==> src/rtl/sine_core_arbiter.sv <==
`timescale 1ns/1ps
// -----------------------------------------------------------------------------
// sine_core_arbiter_lane
//   Per-requester ack decode. One instance per requester; asserts its ack bit
//   only while the arbiter is delivering to that requester's index.
//   deliver : arbiter is in its one-cycle delivery state
//   gid     : index of the requester currently being served
//   ack     : this requester's ack bit
// -----------------------------------------------------------------------------
module sine_core_arbiter_lane #(
    parameter int IDX = 0,
    parameter int GW  = 2
) (
    input  logic          deliver,
    input  logic [GW-1:0] gid,
    output logic          ack
);
    assign ack = deliver && (gid == GW'(IDX));
endmodule

// -----------------------------------------------------------------------------
// sine_core_arbiter
//   Shares a single sine core among NREQ requesters with round-robin
//   arbitration. Sequences the core start pulse, holds the operand for the
//   whole computation, re-issues start if the core never acknowledges it, and
//   returns the captured result with a one-cycle ack to the served requester.
//
//   clk         : system clock, rising edge
//   rst         : asynchronous active-high reset
//   req         : per-requester request level (held with operand until ack)
//   x_in        : packed operands, slice k = x_in[k*W +: W]
//   ack         : one-cycle pulse to the served requester, result valid then
//   result      : registered result of the last completed operation
//   busy        : high in every state except IDLE
//   core_start  : start pulse to the core
//   core_x      : registered operand to the core
//   core_ready  : core idle/done flag (high = idle)
//   core_result : core output, valid while core_ready is high after completion
// -----------------------------------------------------------------------------
module sine_core_arbiter #(
    parameter int NREQ = 4,
    parameter int W    = 16,
    parameter int TMO  = 8
) (
    input  logic              clk,
    input  logic              rst,
    input  logic [NREQ-1:0]   req,
    input  logic [NREQ*W-1:0] x_in,
    output logic [NREQ-1:0]   ack,
    output logic [W-1:0]      result,
    output logic              busy,
    output logic              core_start,
    output logic [W-1:0]      core_x,
    input  logic              core_ready,
    input  logic [W-1:0]      core_result
);
    localparam int PW = (NREQ > 1) ? $clog2(NREQ) : 1;
    localparam int TW = (TMO > 1) ? $clog2(TMO) : 1;

    localparam logic [2:0] S_IDLE      = 3'd0;
    localparam logic [2:0] S_START     = 3'd1;
    localparam logic [2:0] S_WAIT_BUSY = 3'd2;
    localparam logic [2:0] S_WAIT_DONE = 3'd3;
    localparam logic [2:0] S_DELIVER   = 3'd4;

    logic [2:0]               state;
    logic [PW-1:0]            ptr;
    logic [PW-1:0]            gid;
    logic [PW-1:0]            gid_next;
    logic [PW-1:0]            pick;
    logic                     found;
    logic [PW:0]              scan;
    logic [TW-1:0]            tmo_cnt;
    logic                     deliver;
    logic [NREQ-1:0][W-1:0]   x_arr;

    // Operand slices and per-requester ack lanes.
    for (genvar k = 0; k < NREQ; k++) begin : g_lane
        assign x_arr[k] = x_in[k*W +: W];
        sine_core_arbiter_lane #(
            .IDX (k),
            .GW  (PW)
        ) u_lane (
            .deliver (deliver),
            .gid     (gid),
            .ack     (ack[k])
        );
    end

    // Round-robin scan starting at ptr. ptr < NREQ, so ptr+i < 2*NREQ and a
    // single conditional subtract gives the wrap for any NREQ, power of 2 or not.
    always_comb begin
        pick  = '0;
        found = 1'b0;
        scan  = '0;
        for (int i = 0; i < NREQ; i++) begin
            scan = {1'b0, ptr} + (PW+1)'(i);
            if (scan >= (PW+1)'(NREQ))
                scan = scan - (PW+1)'(NREQ);
            if (!found && req[scan[PW-1:0]]) begin
                found = 1'b1;
                pick  = scan[PW-1:0];
            end
        end
    end

    assign gid_next   = (gid == PW'(NREQ-1)) ? '0 : gid + PW'(1);
    assign deliver    = (state == S_DELIVER);
    assign core_start = (state == S_START);
    assign busy       = (state != S_IDLE);

    always_ff @(posedge clk or posedge rst) begin
        if (rst) begin
            state   <= S_IDLE;
            ptr     <= '0;
            gid     <= '0;
            core_x  <= '0;
            result  <= '0;
            tmo_cnt <= '0;
        end else begin
            case (state)
                S_IDLE: begin
                    // core_x is loaded only here, so it stays put for the
                    // whole operation, including any start re-issue.
                    if (core_ready && found) begin
                        gid    <= pick;
                        core_x <= x_arr[pick];
                        state  <= S_START;
                    end
                end
                S_START: begin
                    tmo_cnt <= '0;
                    state   <= S_WAIT_BUSY;
                end
                S_WAIT_BUSY: begin
                    // Core never dropped ready: assume the start was missed
                    // and pulse it again with the same operand.
                    if (!core_ready)
                        state <= S_WAIT_DONE;
                    else if (tmo_cnt == TW'(TMO-1))
                        state <= S_START;
                    else
                        tmo_cnt <= tmo_cnt + TW'(1);
                end
                S_WAIT_DONE: begin
                    if (core_ready) begin
                        result <= core_result;
                        state  <= S_DELIVER;
                    end
                end
                S_DELIVER: begin
                    ptr   <= gid_next;
                    state <= S_IDLE;
                end
                default: state <= S_IDLE;
            endcase
        end
    end
endmodule

==> config.mk <==
export PLATFORM = sky130hd
export DESIGN_NAME = sine_core_arbiter
export DESIGN_NICKNAME = d
export VERILOG_FILES = /design/src/rtl/sine_core_arbiter.sv
export SDC_FILE = /design/constraint.sdc
export NUM_CORES = 1
export LEC_CHECK = 0
export BUFFER_PORTS_ARGS = -buffer_cell sky130_fd_sc_hd__buf_4
export CAP_MARGIN = 20
export CORE_MARGIN = 2
export CORE_UTILIZATION = 48
export CTS_CLUSTER_SIZE = 14
export DETAILED_ROUTE_END_ITERATION = 8
export PLACE_DENSITY = 0.86
export SLEW_MARGIN = 20
export SYNTH_ARGS = -nofsm -noshare
export SYNTH_HDL_FRONTEND = slang
export SYNTH_SLANG_ARGS = --single-unit
==> constraint.sdc <==
create_clock -name clk -period 3 [get_ports clk]
set_input_delay 0.15 -clock clk [delete_from_list [all_inputs] [get_ports clk]]
set_output_delay 0.15 -clock clk [all_outputs]
set_load 0.1 [all_outputs]
---- After elaboration in Yosys (flattened, before gate mapping) ----
Index checks and enable logic that the tools add are counted.
cells by class
  add/sub/neg operators ................... 9
  multiplexer cells ....................... 31
  equal/unequal tests ..................... 13
  $lt $le $gt $ge ......................... 9
  reductions and logical operators ........ 19
operators by type and width
  operator                                                                count
  16-bit binary-select mux with 2-bit select                              1
  2-bit 2-to-1 mux                                                        9
  3-bit 2-to-1 mux                                                        6
  16-bit 2-to-1 mux                                                       1
  2-bit by 3-bit < comparator with 1-bit output (second input constant)   5
  3-bit case mux with 4 select lines                                      1
  3-bit >= comparator (second input constant)                             3
  1-bit binary-select mux with 2-bit select                               4
  1-bit logical AND                                                       8
  1-bit 2-to-1 mux                                                        8
  2-bit != test (second input constant)                                   4
  2-bit by 1-bit subtractor with 2-bit output (second input constant)     4
  2-bit by 2-bit adder with 3-bit output (second input constant)          2
  3-bit by 2-bit == test with 1-bit output (second input constant)        2
  3-bit == test (second input constant)                                   2
  3-bit case mux with 2 select lines                                      1
  3-bit AND reduction                                                     2
  2-bit == test (second input constant)                                   2
  2-bit AND reduction                                                     2
  2-bit by 1-bit adder with 3-bit output (second input constant)          1
  3-bit by 1-bit adder with 3-bit output (second input constant)          1
  3-bit by 1-bit == test with 1-bit output (second input constant)        1
  2-bit by 3-bit >= comparator with 1-bit output (second input constant)  1
  1-bit zero test                                                         3
  other kinds (7)                                                         7
word-level totals
  logic and storage cells ................. 87
  register bits ........................... 42
  output and inout bits ................... 38

---- Longest topological paths before layout ----
  word-level depth ........................ 17
  depth in mapped cells ................... 7
  gate-level depth less buffers ........... 5

---- By module ----
From an unflattened synthesis, not the netlist that was laid out.
unflattened totals
  cells, all modules ...................... 225
  area, all modules ....................... 2254.7 um2
by module, submodules not included
  module                                         area an instance (um2)  times used  cells each
  sine_core_arbiter                              2218.4                  1           221
  sine_core_arbiter_lane (g_lane[1].u_lane ...)  8.8                     2           1
  sine_core_arbiter_lane (g_lane[0].u_lane)      12.5                    1           1
  sine_core_arbiter_lane (g_lane[3].u_lane)      6.3                     1           1

---- Worst setup path after synthesis ----
Ideal clock, no wire load.
  path kind ............................... flip-flop to flip-flop
  start ................................... register ptr[1]
  end ..................................... register core_x[1]
  setup slack ............................. 1355 ps
  arrival ................................. 1554 ps
  period minus slack after synthesis ...... 1645 ps
  cell stages (with the launch flop) ...... 8
  path buffers ............................ 2
  library setup time ...................... 90 ps
  cell sequence ........................... dfrtp_1 a21oi_1 o21ai_0 a2bb2o_1 or2_1 buf_2 buf_2 o221ai_1
on the way
  word-level cells in the longest chain between the ends .. 16
  elaborated cells on any way between the ends .. 41
RTL lines
  element                                                                                          line  RTL
  from (decl)                                                                                      67    logic [PW-1:0] ptr;
  from (signal assigned)                                                                           152   ptr <= gid_next;
  parallel branches: the longest is 16 deep, another holds 2-bit by 1-bit adder with 3-bit output  -
  to (signal assigned)                                                                             127   core_x <= x_arr[pick];
  to (decl)                                                                                        53    output logic [W-1:0] core_x,
Several ways; the timed one is not identified. The select of a mux whose other input is x is not followed.
A chain may end at the register's enable or synchronous reset.

---- Final worst setup path ----
  start ................................... register ptr[1]
  end ..................................... register core_x[6]
The elaborated chain is that of the path after synthesis.

==> metrics.md <==
| Metric | Value |
|---|---|
| Status | `finished clean` |
| Total internal power | `1690 µW` |
| Most frequent cells in the layout | `buf_4, nand2_1, dfrtp_1` |
| Sw Pwr | `2460 µW` |
| Worst vdd ir | `763 µV` |
| Cell Pwr Density | `1260 mW/mm²` |
| Buf/Inv on CP | `0` |
| Share of the synthesized area in the top cell type | `0.459` |
| Clock sink count | `42` |
| #FFs+latches synth | `42` |
| Cell Area, Synth | `0.00229 mm²` |
| Fraction of registers with async set/reset | `1.00` |
| Root buf cell | `clkbuf_8` |
| Hpwl dp | `4460 µm` |
| Clk slew on worst S/H paths | `80 ps` |
| All-Layer GR Usage | `0.214` |
| Sequential Power Share | `0.244` |
| Core ar. | `0.00466 mm²` |
| Pin count of the biggest net entering global routing | `43` |
| Startpoint Class | `flop` |
| Fin cells | `412` |
| Skew-Pair Late Insertion Delay | `280 ps` |
| Layout cells sized above 1 | `0.380` |
| Fin nets | `450` |
| Avg WL per Cell | `14.0 µm` |
| Leakage power | `0.00186 µW` |
| Die W | `73.0 µm` |
| IO Count | `125` |
| Cell variety after synth | `35` |
| Routed Antenna Nets | `0` |
| CP Cell Sequence | `o21ai_0 -> a221o_1 -> and2_2 -> mux2i_1 -> o221ai_1` |
| Critical path peak fanout | `31` |
| Avg Inst Size Synth | `9.50 µm²` |
| Number of global-route vias before repair | `1,999` |
| Critical Path AT | `2220 ps` |
| Number of buffers created by CTS | `5` |
| Comb power frac | `0.669` |
| Num rows | `25` |
| TNS Setup | `0 ps` |
| Routed wire length | `5760 µm` |
| Starting Density | `0.491` |
| Worst Tran Pin Value | `890 ps` |
| H-tree Lvls | `2` |
| Synth Flop Type | `dfrtp_1` |
| Slowest stage delay, CP | `750 ps` |
| Drt initial violations | `115` |
| Dpl cells | `403` |
| Final period util | `0.695` |
| Final hold vios | `0` |
| CP delay by family, top | `simple AND/OR/NAND/NOR gates` |
| Synth-to-layout area growth | `43.8%` |
| Vias/cell | `5.23` |
| Hold_ws | `47.7 ps` |
| Area of the multi-input gates | `0.00107 mm²` |
| Number of max-cap violations | `0` |
| PortBufs | `124` |
| DRT Pass-1 Iters | `4` |
| RSZ-0062 raised after global routing | `false` |
| Cell taking the most area after synthesis | `dfrtp_1` |
| Setup-failing EPs final | `0` |
| Slew HR | `0.407` |
| Fill count | `364` |
| CTS tree | `built` |
| Crit Path Class | `reg2reg` |
| First-pass GRT wire length | `9040 µm` |
| Synth Net Count | `334` |
| Worst Skew | `7.49 ps` |
| Syn. warnings | `0` |
| Fin. max-slew vios | `0` |
| Commonest non-fill, non-tap cell in the layout | `buf_4` |
| Synth area leaders | `dfrtp_1, mux2i_1, nand2_1` |
| Worst setup EP type | `flop` |
| EDFF count, synth | `0` |
| CP max stage cell | `and2_2` |
| Min Tclk post-route | `2090 ps` |
| GPL Wtd Cong | `0.819` |
| Clock power frac | `0.088` |
| Via Count | `2,155` |
| Fmax achieved | `0.480 GHz` |
| Register Area | `0.00105 mm²` |
| CTS Buffer Depth | `2` |
| Sequential share of the synthesized area | `0.459` |
| Required @ worst endpoint | `3130 ps` |
| Ant. Diodes | `0` |
| Full die area | `0.00534 mm²` |
| Mapped Cells | `241` |
| Total gr overflow | `0` |
| Initial antenna violation count | `0` |
| Residual DRC | `0` |
| Die Ht | `73.0 µm` |
| Sw Share | `0.594` |
| Hold crit path type | `in2reg` |
==> worst min-delay path, delay by kind of cell <==
kind	cells	cell delay (ps)
simple gates	2	80
buf+inv	1	70
==> cells by family (layout without fill, tap and decap cells) <==
kind of cell | count (synthesis) | count (layout) | share of synthesized area
mux | 34 | 34 | 0.149
compound gates | 33 | 33 | 0.113
buf+inv | 32 | 149 | 0.0744
fa+ha+maj | 6 | 6 | 0.0328
simple gates | 94 | 94 | 0.171
flops | 42 | 42 | 0.459
==> sequential cells by signal (all words and copies together), names as in the netlist <==
register and flops:
ptr 2, gid 2, result 16, tmo_cnt 3, state 3, core_x 16
==> metrics by stage <==
| step | util | area (µm²) | total power, µW | setup slack, ps |
|---|---|---|---|---|
| after CTS | 0.706 | 3290 | 4180 | 908 |
| after detailed placement | 0.684 | 3190 | 3810 | 897 |
| after global placement | 0.684 | 3190 | 3760 | 910 |
| final | 0.706 | 3290 | 4150 | 915 |
| after floorplan | - | 2290 | 3230 | 1360 |
| after global routing | 0.706 | 3290 | 4360 | 742 |
==> power groups by stage <==
stage	sequential, µW	clock (µW)	combinational (µW)
finish	1010	364	2770
global route	1050	402	2910
CTS	1010	375	2790
detailed placement	1020	0	2790
global placement	1000	0	2760
floorplan	2370	0	854
==> per-layer routing <==
metal | vias up | GRT usage | wire [µm]
met1 | 1032 | 0.271 | 2330
met3 | 5 | 0.0428 | 237
met2 | 59 | 0.377 | 3140
li1 | 1059 | - | -
met4 | 0 | 0.0453 | 43
met5 | - | 0 | 0
==> repair_timing <==
item	in CTS	in global routing
endpoints found under the hold margin	9	0
gates resized for setup	0	0
endpoints found under the setup margin	0	0
buffers inserted	0	0
hold buffers	1	0
==> worst paths after layout <==
path | from | to | depth (start not counted) | slack (ps)
max in group asynchronous | rst | gid[1] | 4 | 2100
hold reg to reg | result[14] | result[14] | 2 | 480
hold / removal | core_result[4] | result[4] | 3 | 50
min in group asynchronous | rst | result[1] | 4 | 550
setup reg to reg | ptr[1] | core_x[6] | 5 | 910
setup / recovery | ptr[1] | core_x[6] | 5 | 910
==> cell usage after synthesis, types with 2 or more instances <==
cell and n:
dfrtp_1 42, buf_6 4, a21oi_1 3, buf_2 4, ha_1 6, mux2i_1 33
clkbuf_1 6, buf_4 4, inv_1 12, a311oi_1 2, nand2_1 74, nand2b_1 2
o21ai_0 4, and3_1 4, nor2_1 5, nor2b_1 2, o221ai_1 15, nor3_1 2
==> layout make-up <==
class / instances / area share
tap: 54 / 0.0205
clock buffer: 7 / 0.0262
sequential: 42 / 0.319
inverter: 13 / 0.0148
timing repair buffer: 128 / 0.293
multi-input combinational: 167 / 0.325
clock inverter: 1 / 0.00152
Note: power is estimated with default switching activity, not from simulation.
